===== src/rtl/regfile_sb_if.sv =====
// regfile_sb_if: bundles the register file's read, writeback, issue and debug
// signals so the register file and its users connect through one port.
//   slave  : register file side (drives ready, rd_data, rd_busy, dbg_data)
//   master : datapath side (drives addresses, writeback and issue strobes)
interface regfile_sb_if #(
    parameter int XLEN  = 32,
    parameter int NREGS = 32,
    parameter int NRD   = 2
);
    localparam int AW = $clog2(NREGS);

    logic                ready;
    logic [NRD*AW-1:0]   rd_addr;
    logic [NRD*XLEN-1:0] rd_data;
    logic [NRD-1:0]      rd_busy;
    logic                wr_en;
    logic [AW-1:0]       wr_addr;
    logic [XLEN-1:0]     wr_data;
    logic                iss_en;
    logic [AW-1:0]       iss_addr;
    logic [AW-1:0]       dbg_addr;
    logic [XLEN-1:0]     dbg_data;

    modport slave (
        output ready, rd_data, rd_busy, dbg_data,
        input  rd_addr, wr_en, wr_addr, wr_data, iss_en, iss_addr, dbg_addr
    );

    modport master (
        input  ready, rd_data, rd_busy, dbg_data,
        output rd_addr, wr_en, wr_addr, wr_data, iss_en, iss_addr, dbg_addr
    );
endinterface


===== src/rtl/regfile_sb.sv =====
// regfile_sb: parametrised integer register file with optional write-to-read
// bypass, busy-bit scoreboard for multi-cycle producers and a clear sequencer
// that zeroes the array after reset.
// Ports:
//   clk  : rising-edge clock
//   rst  : synchronous active-high reset
//   bus  : regfile_sb_if.slave (ready, NRD read ports with busy flags,
//          writeback, issue, raw debug read)
//
// state | meaning
// ------+---------------------------------------------------------------
// CLEAR | zeroing reg[cnt], cnt = 1..NREGS-1; outputs forced to 0
// RUN   | ready; writes, issues and reads active
module regfile_sb #(
    parameter int XLEN   = 32,
    parameter int NREGS  = 32,
    parameter int NRD    = 2,
    parameter int BYPASS = 1
) (
    input  logic        clk,
    input  logic        rst,
    regfile_sb_if.slave bus
);
    localparam int AW = $clog2(NREGS);

    typedef enum logic {CLEAR, RUN} state_t;

    state_t           state_q, state_d;
    logic [AW-1:0]    cnt_q, cnt_d;
    logic             clr_we;
    logic             run;
    logic             wr_fire;
    logic [XLEN-1:0]  regs [NREGS];
    logic [NREGS-1:0] busy_q;

    logic [NRD*XLEN-1:0] rd_data_c;
    logic [NRD-1:0]      rd_busy_c;
    logic [AW-1:0]       ra;

    assign run     = (state_q == RUN);
    assign wr_fire = run && bus.wr_en && (bus.wr_addr != '0);

    always_ff @(posedge clk) begin
        if (rst) begin
            state_q <= CLEAR;
            cnt_q   <= AW'(1);
        end else begin
            state_q <= state_d;
            cnt_q   <= cnt_d;
        end
    end

    always_comb begin
        state_d = state_q;
        cnt_d   = cnt_q;
        clr_we  = 1'b0;
        case (state_q)
            CLEAR: begin
                clr_we = 1'b1;
                cnt_d  = cnt_q + AW'(1);
                if (cnt_q == AW'(NREGS - 1)) begin
                    state_d = RUN;
                end
            end
            default: begin
                state_d = RUN;
            end
        endcase
    end

    // Array has no reset: contents are defined by the clear sweep. Entry 0 is
    // never written; reads of address 0 are masked instead.
    always_ff @(posedge clk) begin
        if (!rst) begin
            if (clr_we) begin
                regs[cnt_q] <= '0;
            end else if (wr_fire) begin
                regs[bus.wr_addr] <= bus.wr_data;
            end
        end
    end

    // Issue takes priority over writeback so a same-cycle issue/write leaves
    // the register busy for the newer producer.
    always_ff @(posedge clk) begin
        if (rst) begin
            busy_q <= '0;
        end else if (run) begin
            for (int r = 1; r < NREGS; r++) begin
                if (bus.iss_en && (bus.iss_addr == AW'(r))) begin
                    busy_q[r] <= 1'b1;
                end else if (bus.wr_en && (bus.wr_addr == AW'(r))) begin
                    busy_q[r] <= 1'b0;
                end
            end
        end
    end

    always_comb begin
        rd_data_c = '0;
        rd_busy_c = '0;
        ra        = '0;
        for (int i = 0; i < NRD; i++) begin
            ra = bus.rd_addr[i*AW +: AW];
            if (run && (ra != '0)) begin
                if ((BYPASS != 0) && wr_fire && (bus.wr_addr == ra)) begin
                    rd_data_c[i*XLEN +: XLEN] = bus.wr_data;
                    rd_busy_c[i]              = 1'b0;
                end else begin
                    rd_data_c[i*XLEN +: XLEN] = regs[ra];
                    rd_busy_c[i]              = busy_q[ra];
                end
            end
        end
    end

    assign bus.ready    = run;
    assign bus.rd_data  = rd_data_c;
    assign bus.rd_busy  = rd_busy_c;
    assign bus.dbg_data = (run && (bus.dbg_addr != '0)) ? regs[bus.dbg_addr] : '0;

endmodule


===== src/flat_wrapper.sv =====
// flat-port wrapper written by rule: the top's interface ports become plain ports
module regfile_sb_flat 
#(
    parameter int XLEN   = 32,
    parameter int NREGS  = 32,
    parameter int NRD    = 2,
    parameter int BYPASS = 1
)
  (clk, rst, bus_ready, bus_rd_data, bus_rd_busy, bus_dbg_data, bus_rd_addr, bus_wr_en, bus_wr_addr, bus_wr_data, bus_iss_en, bus_iss_addr, bus_dbg_addr);
  regfile_sb_if #(.XLEN(XLEN), .NREGS(NREGS), .NRD(NRD)) bus_i ();
  input  logic clk;
  input  logic rst;
  output wire logic [$bits(bus_i.ready)-1:0] bus_ready;
  output wire logic [$bits(bus_i.rd_data)-1:0] bus_rd_data;
  output wire logic [$bits(bus_i.rd_busy)-1:0] bus_rd_busy;
  output wire logic [$bits(bus_i.dbg_data)-1:0] bus_dbg_data;
  input wire logic [$bits(bus_i.rd_addr)-1:0] bus_rd_addr;
  input wire logic [$bits(bus_i.wr_en)-1:0] bus_wr_en;
  input wire logic [$bits(bus_i.wr_addr)-1:0] bus_wr_addr;
  input wire logic [$bits(bus_i.wr_data)-1:0] bus_wr_data;
  input wire logic [$bits(bus_i.iss_en)-1:0] bus_iss_en;
  input wire logic [$bits(bus_i.iss_addr)-1:0] bus_iss_addr;
  input wire logic [$bits(bus_i.dbg_addr)-1:0] bus_dbg_addr;
  assign bus_ready = bus_i.ready;
  assign bus_rd_data = bus_i.rd_data;
  assign bus_rd_busy = bus_i.rd_busy;
  assign bus_dbg_data = bus_i.dbg_data;
  assign bus_i.rd_addr = bus_rd_addr;
  assign bus_i.wr_en = bus_wr_en;
  assign bus_i.wr_addr = bus_wr_addr;
  assign bus_i.wr_data = bus_wr_data;
  assign bus_i.iss_en = bus_iss_en;
  assign bus_i.iss_addr = bus_iss_addr;
  assign bus_i.dbg_addr = bus_dbg_addr;
  regfile_sb #(.XLEN(XLEN), .NREGS(NREGS), .NRD(NRD), .BYPASS(BYPASS)) u_core (.clk(clk), .rst(rst), .bus(bus_i));
endmodule

===== config.mk =====
export PLATFORM = sky130hd
export DESIGN_NAME = regfile_sb_flat
export DESIGN_NICKNAME = d
export VERILOG_FILES = /design/src/rtl/regfile_sb_if.sv /design/src/rtl/regfile_sb.sv /design/src/flat_wrapper.sv
export SDC_FILE = /design/constraint.sdc
export NUM_CORES = 2
export LEC_CHECK = 0
export BUFFER_PORTS_ARGS = -buffer_cell sky130_fd_sc_hd__buf_2
export CORE_MARGIN = 2
export CORE_UTILIZATION = 55
export CTS_BUF_LIST = sky130_fd_sc_hd__clkbuf_4 sky130_fd_sc_hd__clkbuf_8 sky130_fd_sc_hd__clkbuf_16
export DETAILED_ROUTE_END_ITERATION = 6
export PLACE_DENSITY = 0.72
export SLEW_MARGIN = 20
export SYNTH_ARGS = -nofsm -noshare
export SYNTH_HDL_FRONTEND = slang
export SYNTH_SLANG_ARGS = --single-unit
export TNS_END_PERCENT = 5

===== constraint.sdc =====
create_clock -name clk -period 5.7 [get_ports clk]
set_input_delay 1.71 -clock clk [delete_from_list [all_inputs] [get_ports clk]]
set_output_delay 1.71 -clock clk [all_outputs]
set_load 0.03 [all_outputs]

* Word-level counts from Yosys, hierarchy flattened
Memories as Yosys holds them, arrays and structs flattened.
Cells that the tools add are included.
** Word-level totals
- Memories :: 1
- Output and inout bits :: 99
- Input port bits :: 61
- RAM bits :: 1024
- Flip-flop bits (word level) :: 37
- Word-level logic and storage cells :: 325
** Memories
- u_core.regs :: depth 32, width 32, rd ports 3, clocked after Yosys merged registers in 0, wr ports 1, RTL line regfile_sb.sv:33 : logic [XLEN-1:0] regs [NREGS];
** Cells by class
- Muxes and demuxes :: 87
- Add/sub/neg operators :: 1
- Reductions and logical operators :: 136
- Equal/unequal tests :: 65
- Order comparisons :: 2
** Operators by type and width (count)
- 32-bit two-way mux :: 6
- 5-bit equality test, second input constant :: 33
- 5-bit by 4-bit equality test with 1-bit output, second input constant :: 16
- 1-bit two-way mux :: 78
- 1-bit logical AND :: 69
- 2-bit AND reduction :: 31
- 2-bit nonzero test :: 31
- 5-bit by 3-bit equality test with 1-bit output, second input constant :: 8
- 32-bit OR reduction :: 1
- 5-bit by 2-bit equality test with 1-bit output, second input constant :: 4
- 5-bit nonzero test :: 4
- 5-bit by 6-bit less-than comparator with 1-bit output, second input constant :: 2
- 1-bit binary-select mux with 5-bit select :: 2
- 5-bit by 1-bit equality test with 1-bit output, second input constant :: 2
- 5-bit equality test :: 2
- 5-bit by 1-bit adder with 5-bit output, second input constant :: 1
- 5-bit two-way mux :: 1

* Longest topological paths before layout
- Word-level depth :: 8
- Depth in mapped cells :: 10
- Depth with buffers taken out :: 5

* Least setup slack after synthesis
Ideal clock, no wire load.
- Path kind :: input-to-output
- From :: in bus_dbg_addr[0]
- To :: out bus_dbg_data[12]
- Data required time :: 3.990 ns
- Path buffers :: 5
- Arrival time :: 3.741 ns
- Stages on the path :: 9
- Slack :: 0.249 ns
- Cell sequence :: buf_2 buf_4 buf_4 buf_6 buf_4 mux2i_1 o22ai_1 a211oi_1 a221oi_1
** On the way
- Word-level cells in the longest chain between the ends :: 3
- Elaborated cells between the ends (all ways) :: 4
- Classes of those cells :: 1 x mux; 2 x reduce/logical; 1 x memory
** Ends and longest elaborated chain
- start: declaration :: RTL line flat_wrapper.sv:23 : input wire logic [$bits(bus_i.dbg_addr)-1:0] bus_dbg_addr;
- branches (longest 2 deep; another with memory read 32 x 32 bit)
- 32-bit two-way mux * :: RTL line regfile_sb.sv:120 : assign bus.dbg_data = (run && (bus.dbg_addr != '0)) ? regs[bus.dbg_addr] : '0;
- end: declaration :: RTL line flat_wrapper.sv:16 : output wire logic [$bits(bus_i.dbg_data)-1:0] bus_dbg_data;
Every way passes the cells marked *.

* Final worst setup path
- From :: in bus_rd_addr[3]
- To :: out bus_rd_data[18]
** On the way
- Word-level cells in the longest chain between the ends :: 4
- Elaborated cells between the ends (all ways) :: 7
- Classes of those cells :: 1 x eq/ne; 2 x mux; 3 x reduce/logical; 1 x memory
** Ends and longest elaborated chain
- start: declaration :: RTL line flat_wrapper.sv:17 : input wire logic [$bits(bus_i.rd_addr)-1:0] bus_rd_addr;
- branches (longest 3 deep; another with memory read 32 x 32 bit)
- 32-bit two-way mux * :: RTL line regfile_sb.sv:105 : if (run && (ra != '0)) begin
- end: declaration :: RTL line flat_wrapper.sv:14 : output wire logic [$bits(bus_i.rd_data)-1:0] bus_rd_data;
Marks and branches as above.

==> summary.md <==
| Metric | Value |
|---|---|
| Number of synthesized flops with an enable pin | 1024 |
| Unique masters post-synth | slightly below 60 |
| Crit path arrival time | 4.15 ns |
| Number of global-route vias before repair | around 41000 |
| Slew @ Worst Pin | 1.23 ns |
| Die Height | roughly 330 um |
| CP Capture Type | primary output |
| Final wirelength | between 200000 and 250000 um |
| Rows | 119 |
| Run status | finished with violations |
| Die Footprint | 108000 um2 |
| I/O Buffers | between 150 and 200 |
| Ranking of synthesized cells by area | edfxtp_1 (53%), mux4_2 (29%), mux2i_1 (3.8%), a211oi_1 (1.6%), o22ai_1 (1.3%) |
| Max_slew headroom | 0.181 |
| Bufs on Longest Clock Path | 3 |
| Post-Synthesis Cell Area | 58200 um2 |
| Final min period | 5.86 ns |
| Clock transition at path regs | around 0.060 ns |
| Final GP Congestion | approximately 1 |
| Asr flop ratio synth | 0 |
| Cell taking the most area after synthesis | edfxtp_1 |
| Die W | about 330 um |
| CTS root buffer | clkbuf_16 |
| Placement Setup Slack | -0.596 ns |
| CTS tree | done |
| Clock Latency Late Sink | 0.73 ns |
| DP Area | 63900 um2 |
| Io pins | between 150 and 200 |
| Final setup margin | -0.157 ns |
| Power Total | 18.0 mW |
| Crit share post-route | 1.03 |
| Starting Density | 0.554 |
| Worst setup path class | input pin to primary output |
| Drt wl/cell | 43.5 um |
| First-pass GRT wire length | between 300000 and 400000 um |
| Post-synth top cells | edfxtp_1 (1024), mux4_2 (740), mux2i_1 (223) |
| Hold path startpoint | u_core.busy_q[8] |
| Mean Syn Cell Area | 17.7 um2 |
| FF-to-FF Start | u_core.bus.ready |
| Crit-path max FO | 47 |
| Drt pass-1 iters | 7 |
| Cell with the most instances after synthesis | edfxtp_1 |
| DR DRC count | 10 |
| CP required | 3.99 ns |
| Register area share after synthesis | 0.541 |
| Setup violations, final | 33 |
| P per Cell Area | about 260 nW/um2 |
| ANT nets after route | 0 |
| Yosys warnings | 0 |
| Initial antenna violation count | 19 |
| Setup crit start kind | input pin |
| Synth top area share | 0.528 |
| Worst VDD drop | 0.307 mV |
| Worst Skew | 0.0626 ns |
| Final Hold Fails | 0 |
| DPL Wire Length | 142000 um |
| GRT Total Usage | 0.409 |
| H-tree depth | 3 |
| Mapped Nets | about 3400 |
| Total gr overflow | 0 |
| RSZ-0062 raised after global routing | true |
| Core area | 105000 um2 |
| CP startpoint | bus_rd_addr[3] |
| Synthesized flop and latch total | ~1100 |
| Post-Synthesis Cells | between 3000 and 4000 |
| Via Count | 41825 |
| Share of post-route cells with drive strength above 1 | 0.453 |
| Post-layout instance area | 68800 um2 |
| Total clock sinks | 1061 |
| P&R area growth vs syn | 18.1% |
| Max-slew violations | 0 |
| Synth Flop Type | edfxtp_1 |
| Failing checks | design-rule violations, negative setup slack |
| Lkg Pwr | around 21 nW |
| Fin Hold WS | 0.493 ns |
| Post-layout util | 0.654 |
| Initial DRC count | ~7700 |
| Final nets | 3696 |
| Min-Delay Path Class | flop to flop |
| FMAX | 171 MHz |
| Largest net degree at the start of global routing | 63 |
| DR vias/cell | 8.17 |
| Fillers | 6846 |
| Num CTS Buffers | 111 |
| Max_cap viols | 0 |
-- final cells by class --
class                   count  area, um2  area share
diodes                      6       15.0    0.000218
clock buffers             127       2900      0.0421
clock inverters            75        866      0.0126
inverters                   8       30.0    0.000437
multi-input cells        1907      26200       0.381
flip-flops and latches   1061      31500       0.458
well taps                1391       1740      0.0253
repair buffers            544       5500      0.0800
-- routing by layer --
metal  global-route usage  share of wire
met4                0.216          0.064
met1                0.513           0.31
met3                0.212           0.19
met2                0.579           0.43
met5              0.00565         0.0014
-- critical path, cell delays in order --
cell	delay (ns)
buf_4	0.13
buf_12	0.36
or2_1	0.20
buf_4	0.33
o22ai_1	0.15
nor2_1	0.57
a221o_1	0.31
buf_2	0.22
-- state kept, by name (all words and copies together), names as in the netlist --
signal	flops
u_core.busy_q	31
u_core.bus.ready	1
u_core.cnt_q	5
u_core.regs	1024
-- logic make-up (layout without fill, tap and decap cells) --
logic type / after synthesis / after routing / share of synthesized area
fa+ha+maj: 2 / 2 / 0.000430
buf+inv: 325 / 754 / 0.0258
compound gates: 551 / 551 / 0.0675
xor+xnor: 13 / 13 / 0.00196
other cells: 0 / 6 / 0
flops: 1061 / 1061 / 0.541
simple gates: 323 / 323 / 0.0279
mux: 1018 / 1018 / 0.335
-- layout by cell type (no fill, tap or decap), types with 9 or more instances in the layout --
master	synthesis	final
mux2i_4	0	10
a221o_1	62	59
dfxtp_1	37	37
a21oi_2	0	9
buf_4	27	264
mux2i_2	0	22
nor3_1	32	29
nor2b_1	70	68
clkinvlp_4	0	9
a21oi_1	100	90
nand2_1	66	66
and2_1	33	27
buf_6	4	9
o21ai_0	34	34
mux2_2	55	55
a21o_1	11	11
xnor2_1	11	11
a211oi_1	126	81
a211oi_4	0	15
a211oi_2	0	30
mux4_2	740	740
clkinv_1	0	19
buf_2	118	139
a211o_1	22	22
a221oi_1	20	17
edfxtp_1	1024	1024
nor2_1	83	43
clkbuf_16	0	114
nand2b_1	11	11
nor2_4	0	33
clkbuf_4	0	16
o22ai_1	123	121
clkinv_2	0	20
bufinv_16	0	16
buf_12	0	115
mux2i_1	223	191
o221ai_1	27	27
-- power breakdown --
part           switching, mW  leakage (nW)  internal [mW]
sequential            0.0583          8.26           8.51
clock                   3.20          1.84           4.37
combinational           1.10          10.4          0.807
total                   4.35          20.5           13.7
-- through the flow --
step / TNS (ns) / std cells
after floorplan: 0 / 3293
after global placement: -9.75 / 4893
after detailed placement: -8.89 / 4893
after CTS: -0.244 / 5101
after global routing: -0.500 / 5114
final: -1.39 / 5119
-- repair_timing --
| action | CTS | global route |
|---|---|---|
| hold buffers | 0 | 0 |
| buffers inserted | 3 | 9 |
| pin swaps | 9 | 7 |
| gates resized for setup | 97 | 58 |
| gates cloned | 3 | 3 |
| endpoints found under the setup margin | 45 | 54 |
-- worst paths after layout --
| check | to | slack [ns] | depth (start not counted) |
|---|---|---|---|
| max | bus_rd_data[18] | -0.16 | 8 |
| min | u_core.busy_q[8] | 0.49 | 2 |
| max reg2reg | u_core.regs[17][3] | 1.48 | 8 |
| min reg2reg | u_core.busy_q[8] | 0.49 | 2 |
(Power assumes the default switching activity.)
